### src/rtl/collision_detect_pkg.sv
// Shared types and constants for the road-object collision detector.
package hp_pkg;

  localparam int NUM_OBJS = 8;
  localparam int COORD_W  = 11;

  typedef enum logic [2:0] {
    ROCK   = 3'd0,
    TREE   = 3'd1,
    BARREL = 3'd2,
    NOS    = 3'd3,
    LIFE   = 3'd4,
    CONE   = 3'd5,
    OIL    = 3'd6,
    SHIELD = 3'd7
  } obj_kind_e;

  // Rock, tree, barrel, cone and oil hurt the car
  localparam logic [NUM_OBJS-1:0] HAZARD_MASK = 8'b0110_0111;

  typedef enum logic [1:0] {
    IDLE = 2'd0,
    SCAN = 2'd1,
    DONE = 2'd2
  } coll_state_e;

  function automatic logic [COORD_W:0] zext(input logic [COORD_W-1:0] v);
    return {1'b0, v};
  endfunction

endpackage

### src/rtl/collision_detect_if.sv
// Object-position bus between spawner/car-motion (master) and collision_detect (slave).
interface collision_detect_if;
  import hp_pkg::*;

  logic               frame_tick;
  logic [COORD_W-1:0] CarX, CarY, CarW, CarH;
  logic [COORD_W-1:0] ObjX [NUM_OBJS];
  logic [COORD_W-1:0] ObjY [NUM_OBJS];
  logic [COORD_W-1:0] ObjW [NUM_OBJS];
  logic [COORD_W-1:0] ObjH [NUM_OBJS];
  logic [NUM_OBJS-1:0] trshdObjs;
  logic               damage_pulse, nos_pulse, life_pulse;
  logic               shield_active, invuln, busy, overrun;

  modport master (
    output frame_tick, CarX, CarY, CarW, CarH, ObjX, ObjY, ObjW, ObjH,
    input  trshdObjs, damage_pulse, nos_pulse, life_pulse,
           shield_active, invuln, busy, overrun
  );

  modport slave (
    input  frame_tick, CarX, CarY, CarW, CarH, ObjX, ObjY, ObjW, ObjH,
    output trshdObjs, damage_pulse, nos_pulse, life_pulse,
           shield_active, invuln, busy, overrun
  );

endinterface

### src/rtl/collision_detect_box_overlap.sv
// Combinational overlap test of the car box against one margin-trimmed object box.
module box_overlap
  import hp_pkg::*;
#(
  parameter int MARGIN = 2
) (
  input  logic [COORD_W-1:0] i_car_x,
  input  logic [COORD_W-1:0] i_car_y,
  input  logic [COORD_W-1:0] i_car_w,
  input  logic [COORD_W-1:0] i_car_h,
  input  logic [COORD_W-1:0] i_obj_x,
  input  logic [COORD_W-1:0] i_obj_y,
  input  logic [COORD_W-1:0] i_obj_w,
  input  logic [COORD_W-1:0] i_obj_h,
  output logic               o_hit
);

  localparam logic [COORD_W:0] W_M  = (COORD_W+1)'(MARGIN);
  localparam logic [COORD_W:0] W_2M = (COORD_W+1)'(2 * MARGIN);

  logic             w_size_ok;
  logic [COORD_W:0] w_ox, w_oy, w_obj_r, w_obj_b, w_car_r, w_car_b;

  // 12-bit sums cannot wrap; right edge of the trimmed box is X+W-M
  assign w_size_ok = (zext(i_obj_w) > W_2M) && (zext(i_obj_h) > W_2M);
  assign w_ox      = zext(i_obj_x) + W_M;
  assign w_oy      = zext(i_obj_y) + W_M;
  assign w_obj_r   = zext(i_obj_x) + zext(i_obj_w) - W_M;
  assign w_obj_b   = zext(i_obj_y) + zext(i_obj_h) - W_M;
  assign w_car_r   = zext(i_car_x) + zext(i_car_w);
  assign w_car_b   = zext(i_car_y) + zext(i_car_h);

  assign o_hit = w_size_ok
               && (zext(i_car_x) < w_obj_r) && (w_ox < w_car_r)
               && (zext(i_car_y) < w_obj_b) && (w_oy < w_car_b);

endmodule

### src/rtl/collision_detect.sv
// Per-frame scan of 8 road objects against the car box; gameplay event pulses and timers.
// Optional macro COLLIDE_SHIELD_EN enables the shield pickup (object 7) and its timer.
module collision_detect
  import hp_pkg::*;
#(
  parameter int HIT_MARGIN    = 2,
  parameter int INVULN_FRAMES = 60,
  parameter int SHIELD_FRAMES = 300
) (
  input logic          i_clk,
  input logic          i_reset,
  collision_detect_if.slave bus
);

  localparam logic [1:0] ST_IDLE = 2'(IDLE);
  localparam logic [1:0] ST_SCAN = 2'(SCAN);
  localparam logic [1:0] ST_DONE = 2'(DONE);

  localparam int TMR_MAX = (INVULN_FRAMES > SHIELD_FRAMES) ? INVULN_FRAMES : SHIELD_FRAMES;
  localparam int TMR_W   = $clog2(TMR_MAX + 1);
  localparam int IDX_NOS  = int'(NOS);
  localparam int IDX_LIFE = int'(LIFE);

  logic [1:0]          r_state;
  logic [2:0]          r_idx;
  logic [COORD_W-1:0]  r_car_x, r_car_y, r_car_w, r_car_h;
  logic [NUM_OBJS-1:0] r_hits, r_trshd;
  logic                r_dmg, r_nos, r_life, r_overrun;
  logic [TMR_W-1:0]    r_invuln_tmr;

  logic                w_hit, w_start, w_last, w_damage, w_shield_on;
  logic [NUM_OBJS-1:0] w_hits_next;

  box_overlap #(.MARGIN(HIT_MARGIN)) u_overlap (
    .i_car_x (r_car_x),
    .i_car_y (r_car_y),
    .i_car_w (r_car_w),
    .i_car_h (r_car_h),
    .i_obj_x (bus.ObjX[r_idx]),
    .i_obj_y (bus.ObjY[r_idx]),
    .i_obj_w (bus.ObjW[r_idx]),
    .i_obj_h (bus.ObjH[r_idx]),
    .o_hit   (w_hit)
  );

  assign w_start = bus.frame_tick && (r_state == ST_IDLE);
  assign w_last  = (r_state == ST_SCAN) && (r_idx == 3'd7);

  always_comb begin
    w_hits_next = r_hits;
    if (r_state == ST_SCAN) w_hits_next[r_idx] = w_hit;
  end

  // Evaluated against the timers as they stood before this frame's loads
  assign w_damage = w_last && (|(w_hits_next & HAZARD_MASK))
                 && (r_invuln_tmr == '0) && !w_shield_on;

  always_ff @(posedge i_clk) begin
    if (i_reset) begin
      r_state   <= ST_IDLE;
      r_idx     <= 3'd0;
      r_car_x   <= '0;
      r_car_y   <= '0;
      r_car_w   <= '0;
      r_car_h   <= '0;
      r_hits    <= '0;
      r_trshd   <= '0;
      r_dmg     <= 1'b0;
      r_nos     <= 1'b0;
      r_life    <= 1'b0;
      r_overrun <= 1'b0;
    end else begin
      r_dmg  <= w_damage;
      r_nos  <= w_last && w_hits_next[IDX_NOS];
      r_life <= w_last && w_hits_next[IDX_LIFE];
      if (bus.frame_tick && (r_state != ST_IDLE)) r_overrun <= 1'b1;
      case (r_state)
        ST_IDLE: begin
          if (w_start) begin
            r_state <= ST_SCAN;
            r_idx   <= 3'd0;
            r_hits  <= '0;
            r_car_x <= bus.CarX;
            r_car_y <= bus.CarY;
            r_car_w <= bus.CarW;
            r_car_h <= bus.CarH;
          end
        end
        ST_SCAN: begin
          r_hits <= w_hits_next;
          r_idx  <= r_idx + 3'd1;
          if (w_last) begin
            r_state <= ST_DONE;
            r_trshd <= w_hits_next;
          end
        end
        ST_DONE: r_state <= ST_IDLE;
        default: r_state <= ST_IDLE;
      endcase
    end
  end

  always_ff @(posedge i_clk) begin
    if (i_reset)                               r_invuln_tmr <= '0;
    else if (w_damage)                         r_invuln_tmr <= TMR_W'(INVULN_FRAMES);
    else if (bus.frame_tick && r_invuln_tmr != '0) r_invuln_tmr <= r_invuln_tmr - 1'b1;
  end

`ifdef COLLIDE_SHIELD_EN
  localparam int IDX_SHIELD = int'(SHIELD);
  logic [TMR_W-1:0] r_shield_tmr;

  always_ff @(posedge i_clk) begin
    if (i_reset)                                   r_shield_tmr <= '0;
    else if (w_last && w_hits_next[IDX_SHIELD])    r_shield_tmr <= TMR_W'(SHIELD_FRAMES);
    else if (bus.frame_tick && r_shield_tmr != '0) r_shield_tmr <= r_shield_tmr - 1'b1;
  end

  assign w_shield_on = (r_shield_tmr != '0);
`else
  assign w_shield_on = 1'b0;
`endif

  assign bus.trshdObjs     = r_trshd;
  assign bus.damage_pulse  = r_dmg;
  assign bus.nos_pulse     = r_nos;
  assign bus.life_pulse    = r_life;
  assign bus.shield_active = w_shield_on;
  assign bus.invuln        = (r_invuln_tmr != '0);
  assign bus.busy          = (r_state != ST_IDLE);
  assign bus.overrun       = r_overrun;

endmodule

### src/flat_wrapper.sv
// flat-port wrapper written by rule: the top's interface ports become plain ports
module collision_detect_flat import hp_pkg::*;
#(
  parameter int HIT_MARGIN    = 2,
  parameter int INVULN_FRAMES = 60,
  parameter int SHIELD_FRAMES = 300
)
  (i_clk, i_reset, bus_frame_tick, bus_CarX, bus_CarY, bus_CarW, bus_CarH, bus_ObjX, bus_ObjY, bus_ObjW, bus_ObjH, bus_trshdObjs, bus_damage_pulse, bus_nos_pulse, bus_life_pulse, bus_shield_active, bus_invuln, bus_busy, bus_overrun);
  collision_detect_if bus_i ();
  input logic i_clk;
  input logic i_reset;
  input wire logic [$bits(bus_i.frame_tick)-1:0] bus_frame_tick;
  input wire logic [$bits(bus_i.CarX)-1:0] bus_CarX;
  input wire logic [$bits(bus_i.CarY)-1:0] bus_CarY;
  input wire logic [$bits(bus_i.CarW)-1:0] bus_CarW;
  input wire logic [$bits(bus_i.CarH)-1:0] bus_CarH;
  input wire logic [$bits(bus_i.ObjX)-1:0] bus_ObjX;
  input wire logic [$bits(bus_i.ObjY)-1:0] bus_ObjY;
  input wire logic [$bits(bus_i.ObjW)-1:0] bus_ObjW;
  input wire logic [$bits(bus_i.ObjH)-1:0] bus_ObjH;
  output wire logic [$bits(bus_i.trshdObjs)-1:0] bus_trshdObjs;
  output wire logic [$bits(bus_i.damage_pulse)-1:0] bus_damage_pulse;
  output wire logic [$bits(bus_i.nos_pulse)-1:0] bus_nos_pulse;
  output wire logic [$bits(bus_i.life_pulse)-1:0] bus_life_pulse;
  output wire logic [$bits(bus_i.shield_active)-1:0] bus_shield_active;
  output wire logic [$bits(bus_i.invuln)-1:0] bus_invuln;
  output wire logic [$bits(bus_i.busy)-1:0] bus_busy;
  output wire logic [$bits(bus_i.overrun)-1:0] bus_overrun;
  assign bus_i.frame_tick = bus_frame_tick;
  assign bus_i.CarX = bus_CarX;
  assign bus_i.CarY = bus_CarY;
  assign bus_i.CarW = bus_CarW;
  assign bus_i.CarH = bus_CarH;
  assign bus_i.ObjX = {>>{bus_ObjX}};
  assign bus_i.ObjY = {>>{bus_ObjY}};
  assign bus_i.ObjW = {>>{bus_ObjW}};
  assign bus_i.ObjH = {>>{bus_ObjH}};
  assign bus_trshdObjs = bus_i.trshdObjs;
  assign bus_damage_pulse = bus_i.damage_pulse;
  assign bus_nos_pulse = bus_i.nos_pulse;
  assign bus_life_pulse = bus_i.life_pulse;
  assign bus_shield_active = bus_i.shield_active;
  assign bus_invuln = bus_i.invuln;
  assign bus_busy = bus_i.busy;
  assign bus_overrun = bus_i.overrun;
  collision_detect #(.HIT_MARGIN(HIT_MARGIN), .INVULN_FRAMES(INVULN_FRAMES), .SHIELD_FRAMES(SHIELD_FRAMES)) u_core (.i_clk(i_clk), .i_reset(i_reset), .bus(bus_i));
endmodule
### config.mk
export PLATFORM = sky130hd
export DESIGN_NAME = collision_detect_flat
export DESIGN_NICKNAME = d
export VERILOG_FILES = /design/src/rtl/collision_detect_pkg.sv /design/src/rtl/collision_detect_if.sv /design/src/rtl/collision_detect_box_overlap.sv /design/src/rtl/collision_detect.sv /design/src/flat_wrapper.sv
export SDC_FILE = /design/constraint.sdc
export NUM_CORES = 1
export LEC_CHECK = 0
export BUFFER_PORTS_ARGS = -buffer_cell sky130_fd_sc_hd__buf_2
export CAP_MARGIN = 10
export CORE_AREA = 2 2 163 165
export CTS_BUF_LIST = sky130_fd_sc_hd__clkbuf_16
export DETAILED_ROUTE_END_ITERATION = 10
export DIE_AREA = 0 0 165 167
export GPL_ROUTABILITY_DRIVEN = 0
export PLACE_DENSITY = 0.73
export SYNTH_ARGS = -nofsm -noshare
export SYNTH_HDL_FRONTEND = slang
export SYNTH_HIERARCHICAL = 1
export SYNTH_SLANG_ARGS = --single-unit
export TNS_END_PERCENT = 5
### constraint.sdc
create_clock -name i_clk -period 5.5 [get_ports i_clk]
set_clock_uncertainty 0.2 [all_clocks]
set_input_delay 0 -clock i_clk [delete_from_list [all_inputs] [get_ports i_clk]]
set_output_delay 0 -clock i_clk [all_outputs]
set_load 0.02 [all_outputs]
==> results.sh <==
export IMPL_cts_buffers=9
export IMPL_status="finished, final reports clean"
export IMPL_synth_ff_type="dfxtp_1"
export IMPL_multi_input_area_um2=7500
export IMPL_synth_largest_area_cell="dfxtp_1"
export IMPL_die_area_um2=27600
export IMPL_sw_frac_of_total=0.402
export IMPL_area_delta_synth_final_pct=40.7
export IMPL_hpwl_um=31600
export IMPL_fin_cells=2039
export IMPL_finalCriticalPeriod_ns=5.42
export IMPL_seq_power_share=0.210
export IMPL_clock_sinks=78
export IMPL_crit_path_start_kind="flip-flop"
export IMPL_overflow=0
export IMPL_drive_gt1_frac=0.382
export IMPL_placedCellCount=1953
export IMPL_power_density_nw_per_um2=234
export IMPL_drc=0
export IMPL_holdCritStartpoint="i_reset"
export IMPL_drt_iter0_drc=1092
export IMPL_clock_latency_ns=0.35
export IMPL_synth_edff_count=0
export IMPL_io_buffer_count=412
export IMPL_vias=11100
export IMPL_grt_pass1_vias=10800
export IMPL_p_switching_mw=1.27
export IMPL_ir_drop_uv=174
export IMPL_grt_pass1_wl_um=56200
export IMPL_rsz0062_at_grt="true"
export IMPL_drt_wl_total_um=38800
export IMPL_yosysSeqAreaShare=0.163
export IMPL_min_period_over_period=0.985
export IMPL_fin_util=0.524
export IMPL_avgSynthCellArea_um2=7.84
export IMPL_fin_setup_tns_ns=0
export IMPL_crit_type="flip-flop to flip-flop"
export IMPL_syn_num_nets=1738
export IMPL_power_mw=3.16
export IMPL_synthTopCellsByCount="118 x nand2_1, 112 x ha_1, 104 x inv_1, 86 x a22oi_1, 86 x mux2_2"
export IMPL_wl_per_cell_um=19.0
export IMPL_r2r_end="u_core/r_invuln_tmr[2]$_SDFFE_PP0P_"
export IMPL_yosysTopAreaCellShare=0.163
export IMPL_htreeDepth=3
export IMPL_cts_tree="done"
export IMPL_final_hold_violation_count=0
export IMPL_fill_cells=2458
export IMPL_initial_core_util=0.372
export IMPL_root_buffer="clkbuf_16"
export IMPL_regArea_um2=1570
export IMPL_dr_pass1_iters=8
export IMPL_crit_arrival_ns=5.42
export IMPL_setup_viol=0
export IMPL_yosys_top_cells_area="dfxtp_1 16%, ha_1 15%, mux2_2 10%"
export IMPL_core_area_um2=25800
export IMPL_dp_worst_setup_slack_ns=-0.106
export IMPL_syn_inst=1223
export IMPL_fp_dieW_um=165
export IMPL_grt_use_total=0.263
export IMPL_ys_seq_elements=78
export IMPL_clk_path_buf_depth=2
export IMPL_path_clk_slew_ns=0.07
export IMPL_p_clk_frac=0.208
export IMPL_setup_slack_ns=0.0841
export IMPL_syn_area_um2=9580
export IMPL_grt_max_degree=79
export IMPL_antenna_found_initial=4
export IMPL_pwr_share_comb=0.582
export IMPL_timing_fmax_mhz=185
export IMPL_vias_per_cell=5.45
export IMPL_nets=2210
export IMPL_worstMarginPinSlew_ns=0.845
export IMPL_r2r_setup_slack_ns=0.08
export IMPL_worstPathRequired_ns=5.51
export IMPL_cellLeakagePower_nw=6.26
export IMPL_slew_headroom=0.435
export IMPL_timing_rr_start="u_core/r_idx[0]$_SDFFE_PP0P_"
export IMPL_cp_max_fo=10
export IMPL_worstSetupEndpointType="flip-flop"
export IMPL_synth_most_common_cell="nand2_1"
export IMPL_holdPathStages=3
export IMPL_max_cap_violations=0
export IMPL_r2r_cells=22
export IMPL_drtAntennaViolNets=0
export IMPL_io_pins=414
export IMPL_rows=59
export IMPL_internal_power_mw=1.89
export IMPL_maxSlewViolCount=0
export IMPL_min_to="u_core/bus.overrun$_SDFFE_PP0P_"
export IMPL_worstHoldPathType="input pin to flip-flop"
export IMPL_die_h_um=167
export IMPL_async_flop_share=0
export IMPL_ys_warn_count=6
export IMPL_yosysUniqueCellTypes=72
-- sequential cells by signal, summed over array words and instances, names as in the netlist --
signal,count
u_core/r_idx,3
u_core/bus.overrun,1
u_core/bus.nos_pulse,1
u_core/r_car_y,11
u_core/r_state,2
u_core/r_car_w,11
u_core/r_invuln_tmr,9
u_core/bus.trshdObjs,8
u_core/bus.life_pulse,1
u_core/r_car_x,11
u_core/bus.damage_pulse,1
u_core/r_car_h,11
u_core/r_hits,8
-- cells in the final DEF, fill, tap and decap left out, types with 43 or more instances in the layout --
cell type      instances
a21oi_1               79
a22oi_1               80
buf_2                413
buf_4                 62
dfxtp_1               75
dlygate4sd3_1         45
ha_1                 109
inv_1                104
mux2_2                85
mux2i_1               48
nand2_1              117
nor2_1                56
o22a_1                43
-- worst max-delay path by stage --
| stage | from | to | depth (start not counted) |
|---|---|---|---|
| after floorplan | u_core/r_idx[0]$_SDFFE_PP0P_ | u_core/r_invuln_tmr[1]$_SDFFE_PP0P_ | 27 |
| after global placement | u_core/r_idx[0]$_SDFFE_PP0P_ | u_core/r_invuln_tmr[1]$_SDFFE_PP0P_ | 22 |
| after detailed placement | u_core/r_idx[0]$_SDFFE_PP0P_ | u_core/r_invuln_tmr[1]$_SDFFE_PP0P_ | 22 |
| after CTS | u_core/r_idx[0]$_SDFFE_PP0P_ | u_core/r_invuln_tmr[1]$_SDFFE_PP0P_ | 22 |
| after global routing | u_core/r_idx[0]$_SDFFE_PP0P_ | u_core/r_invuln_tmr[2]$_SDFFE_PP0P_ | 26 |
| final | u_core/r_idx[0]$_SDFFE_PP0P_ | u_core/r_invuln_tmr[2]$_SDFFE_PP0P_ | 22 |
-- metal layers --
metal  GRT usage  share of wire  up-vias
met2       0.426           0.46      526
met4       0.105          0.034        0
li1            -              -     5410
met5           0              0        -
met3      0.0448          0.087       89
met1       0.344           0.42     5096
-- stage by stage --
step,hold slack (ns),instance area (um2)
after floorplan,-0.0640,9580
after global placement,0.0455,12300
after detailed placement,0.0479,12300
after CTS,0.100,13100
after global routing,0.149,13500
final,0.101,13500
-- kinds of logic (layout without fill, tap and decap cells) --
kind of cell             after synthesis  in the layout  share of synthesized area
adder cells (fa/ha/maj)              116            116                      0.155
AND/OR/NAND/NOR                      288            288                      0.141
multiplexers                         136            136                      0.153
AO/OA/AOI/OAI                        369            369                      0.263
XOR/XNOR                              55             55                     0.0503
buffers and inverters                180            657                     0.0740
other                                  1              5                   0.000391
flip-flops                            78             78                      0.163
-- critical path, stage by stage, from the launching register on --
cell,delay [ns]
dfxtp_4,0.45
buf_6,0.14
buf_4,0.14
clkbuf_16,0.17
mux2_2,0.34
a22oi_1,0.14
o21ai_1,0.18
ha_1,0.27
ha_2,0.20
fa_2,0.37
a21oi_2,0.17
o211ai_1,0.14
o41ai_2,0.41
xor2_1,0.13
ha_2,0.33
o21a_1,0.14
o221ai_2,0.10
o211a_4,0.27
buf_6,0.13
a311o_1,0.37
o31ai_2,0.24
buf_4,0.18
o21ai_1,0.06
-- final cells by class --
cell class	count	share of cell area
multi-input cells	965	0.556
repair buffers	537	0.243
flip-flops and latches	78	0.117
well taps	335	0.0311
inverters	104	0.0289
clock buffers	9	0.0167
clock inverters	7	0.00705
diodes	4	0.000742
-- power groups by stage --
stage	clock network [mW]	logic, mW	registers, mW
final	0.656	1.84	0.664
after global placement	0	1.58	0.670
after floorplan	0	1.11	0.656
after detailed placement	0	1.63	0.673
after CTS	0.670	1.69	0.661
after global routing	0.693	2.01	0.669
-- repair_timing --
item	CTS	global route
setup endpoints to repair	7	15
buffers inserted	3	15
endpoints found under the hold margin	47	0
hold buffers	45	0
pin swaps	0	28
gates resized for setup	3	79
gates cloned	0	3
Note: power is estimated with default switching activity, not from simulation.
